==> src/rtl/serial_arith_pkg.sv <==
// Shared types and helpers for the bit-serial arithmetic family: FSM state,
// mode encoding, counter sizing and the 2:1 mux primitive the cells are built from.
package serial_arith_pkg;

    typedef enum logic [1:0] {
        IDLE  = 2'd0,
        SHIFT = 2'd1,
        DONE  = 2'd2
    } state_t;

    localparam logic MODE_ADD = 1'b0;
    localparam logic MODE_SUB = 1'b1;

    // The bit counter only has to hold WIDTH-1.
    function automatic int cnt_width(input int width);
        return $clog2(width);
    endfunction

    // i[1] is selected when s = 1, matching the {i1, i0} ordering used by the cells.
    function automatic logic mux2(input logic [1:0] i, input logic s);
        return i[s];
    endfunction

endpackage

==> src/rtl/serial_addsub_mux_if.sv <==
// Start/busy/done handshake and operand/result bus of serial_addsub_mux.
// The controller drives through master; the arithmetic unit sits on slave.
interface serial_addsub_mux_if #(
    parameter int WIDTH = 8
);
    logic             start;
    logic             mode;
    logic [WIDTH-1:0] a;
    logic [WIDTH-1:0] b;
    logic             busy;
    logic             done;
    logic [WIDTH-1:0] result;
    logic             cout;
    logic             ovf;

    modport master (
        output start, mode, a, b,
        input  busy, done, result, cout, ovf
    );

    modport slave (
        input  start, mode, a, b,
        output busy, done, result, cout, ovf
    );
endinterface

==> src/rtl/fas_mux_cell.sv <==
// One-bit full adder / full subtractor built from three 2:1 muxes.
// mode = MODE_SUB turns the carry path into a borrow path for a - b.
module fas_mux_cell
    import serial_arith_pkg::*;
(
    input  logic a_i,
    input  logic b_i,
    input  logic c,
    input  logic mode,
    output logic y,
    output logic c_next
);
    logic t;
    logic a_eff;

    // Subtract borrows exactly where an adder would carry with a inverted.
    assign a_eff  = a_i ^ (mode == MODE_SUB);

    assign t      = mux2({~b_i, b_i}, a_i);
    assign y      = mux2({~t, t}, c);
    assign c_next = mux2({a_eff | b_i, a_eff & b_i}, c);

endmodule

==> src/rtl/serial_addsub_mux.sv <==
// Bit-serial adder/subtractor: LSB-first through one fas_mux_cell and a carry flop.
// Define SERIAL_ADDSUB_OVF_EN to build the signed-overflow output; otherwise ovf is 0.
module serial_addsub_mux
    import serial_arith_pkg::*;
#(
    parameter int WIDTH = 8
) (
    input  logic               clk,
    input  logic               rst,
    serial_addsub_mux_if.slave bus
);
    localparam int CW = cnt_width(WIDTH);

    state_t state_q, state_d;

    logic [WIDTH-1:0] a_q, a_d;
    logic [WIDTH-1:0] b_q, b_d;
    logic [WIDTH-2:0] acc_q, acc_d;
    logic [WIDTH-1:0] result_q, result_d;
    logic [CW-1:0]    cnt_q, cnt_d;
    logic             mode_q, mode_d;
    logic             c_q, c_d;
    logic             cout_q, cout_d;

    logic y;
    logic c_next;
    logic load;
    logic last;

    assign load = bus.start && (state_q != SHIFT);
    assign last = (state_q == SHIFT) && (cnt_q == '0);

    fas_mux_cell u_cell (
        .a_i    (a_q[0]),
        .b_i    (b_q[0]),
        .c      (c_q),
        .mode   (mode_q),
        .y      (y),
        .c_next (c_next)
    );

    // NOTE: sequential state uses <= so every flop samples pre-edge values.
    always_ff @(posedge clk) begin
        if (rst) begin
            state_q <= IDLE;
        end else begin
            state_q <= state_d;
        end
    end

    // NOTE: default first so no path through the case leaves state_d unassigned (no latch).
    always_comb begin
        state_d = state_q;
        case (state_q)
            IDLE:    if (bus.start) state_d = SHIFT;
            SHIFT:   if (cnt_q == '0) state_d = DONE;
            DONE:    state_d = bus.start ? SHIFT : IDLE;
            default: state_d = IDLE;
        endcase
    end

    always_comb begin
        bus.busy = (state_q == SHIFT);
        bus.done = (state_q == DONE);
    end

    always_comb begin
        a_d      = a_q;
        b_d      = b_q;
        mode_d   = mode_q;
        c_d      = c_q;
        cnt_d    = cnt_q;
        acc_d    = acc_q;
        result_d = result_q;
        cout_d   = cout_q;

        if (load) begin
            a_d    = bus.a;
            b_d    = bus.b;
            mode_d = bus.mode;
            c_d    = 1'b0;
            cnt_d  = CW'(WIDTH - 1);
        end else if (state_q == SHIFT) begin
            a_d   = a_q >> 1;
            b_d   = b_q >> 1;
            c_d   = c_next;
            cnt_d = cnt_q - 1'b1;
            acc_d = (WIDTH-1)'({y, acc_q} >> 1);
            // The partial sum stays internal; result only moves on the final bit.
            if (last) begin
                result_d = {y, acc_q};
                cout_d   = c_next;
            end
        end
    end

    always_ff @(posedge clk) begin
        if (rst) begin
            a_q      <= '0;
            b_q      <= '0;
            mode_q   <= MODE_ADD;
            c_q      <= 1'b0;
            cnt_q    <= '0;
            acc_q    <= '0;
            result_q <= '0;
            cout_q   <= 1'b0;
        end else begin
            a_q      <= a_d;
            b_q      <= b_d;
            mode_q   <= mode_d;
            c_q      <= c_d;
            cnt_q    <= cnt_d;
            acc_q    <= acc_d;
            result_q <= result_d;
            cout_q   <= cout_d;
        end
    end

    assign bus.result = result_q;
    assign bus.cout   = cout_q;

`ifdef SERIAL_ADDSUB_OVF_EN
    logic ovf_q, ovf_d;

    // On the last bit c_q is the carry/borrow into the MSB and c_next the one out of it.
    always_comb begin
        ovf_d = ovf_q;
        if (last) ovf_d = c_q ^ c_next;
    end

    always_ff @(posedge clk) begin
        if (rst) begin
            ovf_q <= 1'b0;
        end else begin
            ovf_q <= ovf_d;
        end
    end

    assign bus.ovf = ovf_q;
`else
    assign bus.ovf = 1'b0;
`endif

endmodule

==> src/flat_wrapper.sv <==
// flat-port wrapper written by rule: the top's interface ports become plain ports
module serial_addsub_mux_flat import serial_arith_pkg::*;
#(
    parameter int WIDTH = 8
)
  (clk, rst, bus_start, bus_mode, bus_a, bus_b, bus_busy, bus_done, bus_result, bus_cout, bus_ovf);
  serial_addsub_mux_if #(.WIDTH(WIDTH)) bus_i ();
  input  logic clk;
  input  logic rst;
  input wire logic [$bits(bus_i.start)-1:0] bus_start;
  input wire logic [$bits(bus_i.mode)-1:0] bus_mode;
  input wire logic [$bits(bus_i.a)-1:0] bus_a;
  input wire logic [$bits(bus_i.b)-1:0] bus_b;
  output wire logic [$bits(bus_i.busy)-1:0] bus_busy;
  output wire logic [$bits(bus_i.done)-1:0] bus_done;
  output wire logic [$bits(bus_i.result)-1:0] bus_result;
  output wire logic [$bits(bus_i.cout)-1:0] bus_cout;
  output wire logic [$bits(bus_i.ovf)-1:0] bus_ovf;
  assign bus_i.start = bus_start;
  assign bus_i.mode = bus_mode;
  assign bus_i.a = bus_a;
  assign bus_i.b = bus_b;
  assign bus_busy = bus_i.busy;
  assign bus_done = bus_i.done;
  assign bus_result = bus_i.result;
  assign bus_cout = bus_i.cout;
  assign bus_ovf = bus_i.ovf;
  serial_addsub_mux #(.WIDTH(WIDTH)) u_core (.clk(clk), .rst(rst), .bus(bus_i));
endmodule
==> config.mk <==
export PLATFORM = sky130hd
export DESIGN_NAME = serial_addsub_mux_flat
export DESIGN_NICKNAME = d
export VERILOG_FILES = /design/src/rtl/serial_arith_pkg.sv /design/src/rtl/serial_addsub_mux_if.sv /design/src/rtl/fas_mux_cell.sv /design/src/rtl/serial_addsub_mux.sv /design/src/flat_wrapper.sv
export SDC_FILE = /design/constraint.sdc
export NUM_CORES = 1
export LEC_CHECK = 0
export CORE_AREA = 4 4 88 90
export CTS_CLUSTER_DIAMETER = 200
export DETAILED_ROUTE_END_ITERATION = 16
export DIE_AREA = 0 0 92 94
export GPL_ROUTABILITY_DRIVEN = 0
export GPL_TIMING_DRIVEN = 0
export PLACE_DENSITY = 0.42
export REMOVE_ABC_BUFFERS = 1
export SLEW_MARGIN = 0
export SYNTH_ARGS = -nofsm -noshare
export SYNTH_HDL_FRONTEND = slang
export SYNTH_SLANG_ARGS = --single-unit
==> constraint.sdc <==
create_clock -name clk -period 1.3 [get_ports clk]
set_clock_uncertainty 0.1 [all_clocks]
set_input_delay 0.39 -clock clk [delete_from_list [all_inputs] [get_ports clk]]
set_output_delay 0.39 -clock clk [all_outputs]
set_load 0.01 [all_outputs]
; Yosys cells after proc, flatten, opt, wreduce, memory -nomap -nowiden
; Cells that the tools add are included.
[totals]
output_inout_bits = 12
regBits = 39
input_bits = 20
[op_classes]
n_addsub = 1
n_reduce_logical = 9
n_bitwise = 6
n_mux = 16
n_eq_ne = 5
magnitude_cmp = 2
[ops]
columns = cell, n
row1 = 8-bit 2-to-1 mux, 4
row2 = 1-bit 2-to-1 mux, 7
row3 = 3-bit 2-to-1 mux, 2
row4 = 2-bit one-hot mux with 3 select lines, 1
row5 = "1-bit by 2-bit < comparator with 1-bit output, second input constant", 2
row6 = 2-bit 2-to-1 mux, 2
row7 = "2-bit by 1-bit inequality test with 1-bit output, second input constant", 2
row8 = 2-bit AND reduction, 2
row9 = 3-bit logical NOT, 1
row10 = 1-bit NOT, 3
row11 = 3-bit AND reduction, 1
row12 = "3-bit by 1-bit subtractor with 3-bit output, second input constant", 1
row13 = "2-bit by 1-bit equality test with 1-bit output, second input constant", 1
row14 = "2-bit equality test, second input constant", 1
row15 = 1-bit logical AND, 2
row16 = 2-bit logical NOT, 1
row17 = "2-bit inequality test, second input constant", 1
row18 = 2-bit nonzero test, 1
row19 = 2-bit OR reduction, 1
row20 = 1-bit AND, 1
row21 = 1-bit bitwise OR, 1
row22 = 1-bit XOR, 1

; Longest topological paths before layout
; Gate-level depths: netlist (run 1).
[depth]
ltp_word = 6
mapped_depth = 6
depth_no_buf = 5

; Cells and area by module
; Synthesis (run 1) repeated with hierarchy kept, for this count alone.
[hier_totals]
hier_cells = 196
hier_area_um2 = 1795.5
[modules_own_cells]
columns = mod, cells_each, area_per_inst_um2, n_inst
row1 = serial_addsub_mux, 192, 1757.9, 1
row2 = fas_mux_cell, 4, 37.5, 1

; Least setup slack after synthesis (run 1)
; OpenSTA, ideal clock, no wires.
[synth_path]
path_kind = reg-to-reg
start = register u_core.cnt_q[0]
end = register u_core.cout_q, in the netlist u_core.bus.cout
required_ns = 1.112
t_arrival_ns = 1.104
setup_ns = 0.088
path_slack_ns = 0.007
period_less_slack_ns = 1.293
stages_incl_launch_ff = 7
path_cell_list = dfxtp_1 -> inv_1 -> ha_1 -> and4bb_1 -> buf_6 -> nor2_2 -> a311oi_2
[synth_via]
elab_chain_cells = 3
[synth_rtl]
columns = element, line_no
row1 = "start, declared", serial_addsub_mux.sv:20  ; logic [CW-1:0] cnt_q, cnt_d;
row2 = "start signal, assigned", serial_addsub_mux.sv:112  ; cnt_q <= cnt_d;
row3 = 3-bit logical NOT, serial_addsub_mux.sv:31  ; assign last = (state_q == SHIFT) && (cnt_q == '0);
row4 = 1-bit logical AND, serial_addsub_mux.sv:31
row5 = 3-bit AND reduction (no source line), -
row6 = "end signal, assigned", serial_addsub_mux.sv:115  ; cout_q <= cout_d;
row7 = "end, declared", serial_addsub_mux.sv:23  ; logic cout_q, cout_d;
; Every way passes these cells.
; A chain may end at the register's enable or synchronous reset.

; Worst setup path after layout (run 1)
[layout_path]
start = register u_core.state_q[0]
end = output port bus_busy
[layout_via]
elab_chain_cells = 1
[layout_rtl]
columns = element, line_no
row1 = "start, declared", serial_addsub_mux.sv:14  ; state_t state_q, state_d;
row2 = "start signal, assigned", serial_addsub_mux.sv:47  ; state_q <= state_d;
row3 = 2-bit by 1-bit equality test with 1-bit output, serial_addsub_mux.sv:63  ; bus.busy = (state_q == SHIFT);
row4 = "end, declared", flat_wrapper.sv:14  ; output wire logic [$bits(bus_i.busy)-1:0] bus_busy;
; Every way passes these cells.

==> results of run 1 <==
==> flip-flops by register name, summed over array words and instances (netlist names) <==
name	cells
u_core.b_q	8
u_core.c_q	1
u_core.cnt_q	3
u_core.state_q	2
u_core.a_q	8
u_core.bus.cout	1
u_core.bus.result	8
u_core.acc_q	7
u_core.mode_q	1
==> worst reg2reg max path: cells and delay by family (launching register included) <==
family                 cells  cell delay (ps)
and+or+nand+nor            1               80
muxes                      1              310
DFF                        1              360
AOI/OAI and AO/OA          1              160
buffers and inverters      3              330
==> cell type report <==
type	instances	area, um^2	area share, %
Multi-Input combinational cell	121	908	39.4
Sequential cell	39	798	34.6
Timing Repair Buffer	40	353	15.3
Tap cell	99	124	5.37
Clock buffer	8	100	4.34
Inverter	4	22.5	0.977
==> through the flow <==
step	setup TNS [ps]	cell area (um^2)	hold WS, ps	utilization [%]
global route	-2070	2310	374	32.7
finish	-659	2310	356	32.7
CTS	-628	2230	356	31.5
global placement	-46810	2020	346	28.7
floorplan	-3850	1600	326	-
detailed placement	-31830	2020	349	28.6
==> per-layer routing <==
metal / vias up / track usage (%)
li1: 678 / -
met1: 660 / 12.8
met2: 17 / 14.7
met3: 7 / 3.04
met4: 0 / 4.46
met5: - / 0
==> power groups by stage <==
stage	sequential (W)	clock, W	combinational (W)
6_report	0.00133	0.000907	0.000506
5_1_grt	0.00134	0.00100	0.000560
4_1_cts	0.00132	0.000944	0.000487
3_5_place_dp	0.00135	0	0.000405
3_3_place_gp	0.00135	0	0.000406
2_1_floorplan	0.00134	0	0.000242
==> placed cells by master, fill, tap and decap left out, drive strengths merged, types with 2 or more instances in the layout <==
cell / synthesis / final
nand2b: 1 / 2
mux2i: 16 / 16
buf: 12 / 23
clkbuf: 2 / 8
o21ai: 2 / 2
and2b: 2 / 2
nor2: 16 / 16
nor3: 4 / 4
nand2: 31 / 31
a311oi: 2 / 2
clkdlybuf4s50: 0 / 17
a21oi: 17 / 17
dfxtp: 39 / 39
ha: 2 / 2
a211oi: 16 / 16
inv: 4 / 4
==> final timing paths <==
check,endpoint,slack (ps),cells past startpoint
max,bus_busy,-190,4
min,u_core.bus.result[4],360,2
max reg2reg,u_core.cnt_q[2],-140,6
min reg2reg,u_core.bus.result[4],360,2
==> cells by family (layout without fill, tap and decap cells) <==
family	after synthesis	in the layout	share of synthesized area, %
AND/OR/NAND/NOR	58	59	15.2
AO/OA/AOI/OAI	40	40	18.1
flip-flops	39	39	45.7
buffers and inverters	18	52	7.11
multiplexers	17	17	10.3
adder cells (fa/ha/maj)	2	2	1.47
XOR/XNOR	2	2	1.91
other	1	1	0.220
==> timing repair <==
action | in CTS | in global routing
setup endpoints to repair | 50 | 32
buffers inserted | 7 | 3
cloned | 1 | 0
endpoints found under the hold margin | 0 | 0
gates resized for setup | 80 | 18
pin swaps | 3 | 10
==> summary.txt, run 1 <==
Outcome
  – Status: finished with violations
  – Failing checks: negative setup slack

Pwr
  – Logic pwr share: a little under a fifth
  – Switching power: a little over 0.0007 W
  – Clock power frac: about a third
  – Int Pwr: approximately 0.0020 W
  – Net Sw Frac: between 20% and 30%
  – Max rail drop VDD: approximately 350 uV
  – Leak pwr: between 0.9 and 1 nW
  – Power Total: 0.00274 W
  – Power per cell area: around 1200 nW/um^2
  – Sequential fraction of design power: 48.4%

Critical path
  – Setup crit end kind: primary output
  – Crit Path Max Fanout: 3
  – Worst Path Arrival: 1000 ps
  – CP Class: reg2out
  – Critical path's most frequent cell: buf_6
  – Crit path buf inv count: 3
  – Worst setup startpoint: u_core.state_q[0]
  – Reg2reg start: u_core.state_q[0]
  – Delay-heaviest family, CP: flip-flops
  – CP Data Required Time: approximately 810 ps
  – Critical Path Source Type: flip-flop
  – Critical Path Max Stage Delay: 350 ps
  – CP Cell Sequence: buf_6 > nand2b_4 > inv_8 > buf_6
  – Critical Path Slowest Stage Cell: dfxtp_4

STA
  – Peak Freq: between 600 and 700 MHz
  – Relative slew slack: between 30 and 40%
  – Final setup fails: 10
  – Fin crit share: 115%
  – Unrepaired setup endpoints after global routing: yes
  – Worst slew pin tran: roughly 900 ps
  – Tmin final: about 1500 ps
  – Max Slew Vio Count: 0
  – Fin. Hold Viols: 0
  – PnR worst setup slack: -193 ps

Placement
  – PortBufs: 30
  – Post-DP HPWL: 2250 um
  – Placed insts: between 200 and 300
  – Pre-CTS WS: -1260 ps

Routing
  – # DRC: 0
  – WL final: about 4000 um
  – Met2 wire length: 1860 um
  – WL/cell: 12.9 um
  – Vias per std cell: 4.38
  – Antenna-violating nets left: 0
  – 1st-pass router iterations: 4
  – DR vias: roughly 1400
  – Highest Signal Layer: met4
  – Detailed Route Iter0 Violations: 80
  – Wl on met1: around 1900 um
  – Wire length on met3: about 140 um

Global routing
  – Total GRT Usage: under 10%
  – Grt ovf: 0
  – Initial antenna violation count: 0
  – Largest net degree at the start of global routing: 40
  – Vias in the first global route: around 1300
  – First-pass GRT wire length: ~6500 um

Synth
  – Sequential share of the synthesized area: a little under half
  – Post-synthesis async set-or-reset flop share: 0%
  – Synth area leader: dfxtp_1
  – Cells after synthesis: 177
  – Post-Syn Area: ~1700 um^2
  – Yosys reg bits: 39
  – Top-count cell post-synth: dfxtp_1
  – Unique masters post-synth: 33
  – Synth area leaders: dfxtp_1, mux2i_1, a211oi_2, nand2_1, a21oi_1
  – Top cells by count, synth: dfxtp_1, nand2_1, a21oi_1
  – Ys Warns: 0
  – Number of synthesized flops with an enable pin: 0
  – Ys flop type: dfxtp_1
  – Share of Yosys cell area claimed by the top area cell type: 45.7%
  – Synthesized area per cell: 9.64 um^2

Final layout
  – Nets: 233
  – Share of cells above drive strength 1: ~35%
  – Diode count: 0
  – Fillers: about 800
  – Final non-filler cell total: approximately 310
  – Area growth, synth to finish: 35.1%

Clock network
  – CTS Buffer Depth: 2
  – Worst-skew pair later-pin latency: just under 300 ps
  – Clock Sinks: 39
  – Clock Tree Root: clkbuf_8
  – H-tree Lvls: 2
  – TritonCTS Buffers: 5
  – Clock-pin slew on the worst setup and hold paths: around 80 ps
  – CTS tree: done
  – Hold-fix buffer count after cts: 0

Floorplanning
  – Initial core utilization: about 24%
  – IO Count: 32
  – Die W: between 90 and 100 um
  – Core Region: slightly above 7000 um^2
  – Die H: 94 um
  – Die footprint: ~8600 um^2
  – Rows: 31

Run
  – Max-cap violations: 0

Min path
  – Hold Startpoint: u_core.bus.result[4]
  – HP Class: reg2reg
Note: power is estimated with default switching activity, not from simulation.
==> inputs of run 2 (changes only) <==
--- a/config.mk
+++ b/config.mk
@@ -5,13 +5,16 @@
 export SDC_FILE = /design/constraint.sdc
 export NUM_CORES = 1
 export LEC_CHECK = 0
-export CORE_AREA = 4 4 88 90
+export CAP_MARGIN = 40
+export CELL_PAD_IN_SITES_DETAIL_PLACEMENT = 0
+export CELL_PAD_IN_SITES_GLOBAL_PLACEMENT = 1
+export CORE_AREA = 2 2 86 88
 export CTS_CLUSTER_DIAMETER = 200
 export DETAILED_ROUTE_END_ITERATION = 16
-export DIE_AREA = 0 0 92 94
+export DIE_AREA = 0 0 88 90
 export GPL_ROUTABILITY_DRIVEN = 0
 export GPL_TIMING_DRIVEN = 0
-export PLACE_DENSITY = 0.42
+export PLACE_DENSITY = 0.52
 export REMOVE_ABC_BUFFERS = 1
 export SLEW_MARGIN = 0
 export SYNTH_ARGS = -nofsm -noshare
==> run 2 against run 1 <==
Critical path type unchanged. Count of clock-buffer cells in the layout down 2. Largest cell class unchanged. Global-route usage up 0.67 points. Cell count up 0.96%. The flow still finishes with violations (negative setup slack). Highest routed layer unchanged.
==> summary.txt, run 2 (same netlist as run 1, synthesis figures left out) <==
Final layout
  – Share of cells above drive strength 1: 33.5% (-1.9 points)
  – Diode count: 0 (unchanged)
  – Area growth, synth to finish: 36.4%
  – Commonest non-fill, non-tap cell in the layout: nand2_1
  – Nets: 236 (+1.3%)
  – Final non-filler cell total: 314 (+0.96%)
  – Post-route design area: 2330 um^2 (+0.92%)
  – Most frequent cells in the layout: nand2_1, dfxtp_1, clkdlybuf4s50_1, mux2i_1, nor2_1
  – Fillers: 753 (-4.0%)

Routing
  – WL/cell: 12.2 um (-5.2%)
  – 1st-pass router iterations: 4 (unchanged)
  – DR vias: 1313 (-3.6%)
  – WL final: 3840 um (-4.3%)
  – Detailed Route Iter0 Violations: 87 (+8.8%)
  – Vias per std cell: 4.18 (-4.5%)
  – Antenna-violating nets left: 0 (unchanged)
  – # DRC: 0 (unchanged)

Placement
  – Placed insts: 294 (+0.68%)
  – Post-DP HPWL: 2210 um (-1.5%)
  – Placed instance area: 2050 um^2 (+1.7%)
  – PortBufs: 30 (unchanged)

Pwr
  – Max rail drop VDD: 443 uV (+26%)
  – Net Sw Frac: 24.7% (-1.7 points)
  – Leak pwr: 0.907 nW (-2.6%)
  – Logic pwr share: 17.8% (-0.7 points)
  – Clock power frac: 36.1% (+3.0 points)
  – Int Pwr: 0.00216 W (+7.5%)
  – Power per cell area: 1240 nW/um^2 (+4.0%)
  – Switching power: 0.000710 W (-1.9%)
  – Sequential fraction of design power: 46.1% (-2.3 points)

Floorplanning
  – Initial core utilization: 24.3% (+0.13 points)
  – Die H: 90 um (-4.3%)
  – Die footprint: 7920 um^2 (-8.4%)
  – Die W: 88 um (-4.3%)
  – Core Region: 7020 um^2 (-0.55%)
  – Rows: 31 (unchanged)
  – IO Count: 32 (unchanged)

Clock network
  – TritonCTS Buffers: 5 (unchanged)
  – CTS tree: done
  – Hold-fix buffer count after cts: 0 (unchanged)
  – Worst-skew pair later-pin latency: 290 ps (about the same)
  – Clock Sinks: 39 (unchanged)
  – Clock-pin slew on the worst setup and hold paths: 70 ps (about the same)
  – H-tree Lvls: 2 (unchanged)
  – CTS Buffer Depth: 2 (unchanged)
  – Clock Tree Root: clkbuf_8

Critical path
  – CP Data Required Time: 810 ps (about the same)
  – CP Class: reg2out
  – Critical Path Source Type: flip-flop
  – Setup crit end kind: primary output
  – Crit Path Max Fanout: 2 (-1)
  – Worst Path Arrival: 1010 ps (about the same)

Global routing
  – Total GRT Usage: 10.4% (+0.67 points)
  – Largest net degree at the start of global routing: 40 (unchanged)
  – Grt ovf: 0 (unchanged)
  – Initial antenna violation count: 0 (unchanged)
  – Vias in the first global route: 1288 (+2.0%)
  – First-pass GRT wire length: 6410 um (-0.96%)

Outcome
  – Failing checks: negative setup slack
  – Status: finished with violations

STA
  – Final setup fails: 12 (+2)
  – Unrepaired setup endpoints after global routing: yes
  – Fin crit share: 115% (+0.20 points)
  – Max Slew Vio Count: 0 (unchanged)
  – PnR worst setup slack: -196 ps (-2.58 ps)
  – Peak Freq: 669 MHz (-0.17%)
  – Fin Setup TNS: -809 ps (-151 ps)
  – Tmin final: 1500 ps (+2.58 ps)
  – Fin. Hold Viols: 0 (unchanged)

Run
  – Max-cap violations: 0 (unchanged)

Min path
  – HP Class: reg2reg
run 2: power by group through the flow:
stage	combinational, W	sequential, W	clock [W]
floorplan	0.000242	0.00134	0
global route	0.000563	0.00134	0.00113
CTS	0.000484	0.00132	0.00108
global placement	0.000405	0.00135	0
finish	0.000512	0.00132	0.00104
detailed placement	0.000413	0.00135	0
run 2: area by class of cell:
cell class              count  area, um^2  share of cell area, %
repair buffers             43         408                   17.5
flip-flops and latches     39         798                   34.3
clock buffers               6        82.6                   3.55
well taps                  99         124                   5.32
clock inverters             2        35.0                   1.51
multi-input cells         121         857                   36.8
inverters                   4        22.5                  0.968
run 2: what timing repair did:
| item | in CTS | in global routing |
|---|---|---|
| cloned | 1 | 0 |
| endpoints found under the hold margin | 0 | 0 |
| gates resized for setup | 74 | 8 |
| setup buffers | 6 | 5 |
| pin swaps | 2 | 1 |
| setup endpoints to repair | 50 | 34 |
run 2: worst max-delay path, cell delays in order (launching register included):
cell and delay (ps):
dfxtp_4 360, buf_12 120, nand2b_4 90, inv_8 40
buf_6 110
run 2: layer usage:
metal	share of wire [%]	vias up	track usage [%]	wire (um)
met4	1.6	0	4.23	60
li1	-	678	-	-
met5	0	-	0	0
met1	49	599	14.6	1880
met2	44	31	15.3	1690
met3	5.4	5	2.39	207
run 2: worst paths after layout:
| check | startpoint | to | slack [ps] | depth (start not counted) |
|---|---|---|---|---|
| max | u_core.state_q[0] | bus_busy | -200 | 4 |
| max reg2reg | u_core.state_q[0] | u_core.cnt_q[2] | -160 | 6 |
| min reg2reg | u_core.cnt_q[0] | u_core.cnt_q[0] | 350 | 1 |
| min | u_core.cnt_q[0] | u_core.cnt_q[0] | 350 | 1 |
run 2: stage by stage:
step / setup slack (ps) / hold slack (ps) / power, W / utilization, %
2_1_floorplan: -519 / 326 / 0.00158 / -
3_3_place_gp: -1250 / 348 / 0.00175 / 28.8
3_5_place_dp: -1240 / 346 / 0.00176 / 29.3
4_1_cts: -206 / 342 / 0.00288 / 32.2
5_1_grt: -232 / 370 / 0.00303 / 33.1
6_report: -196 / 352 / 0.00287 / 33.1
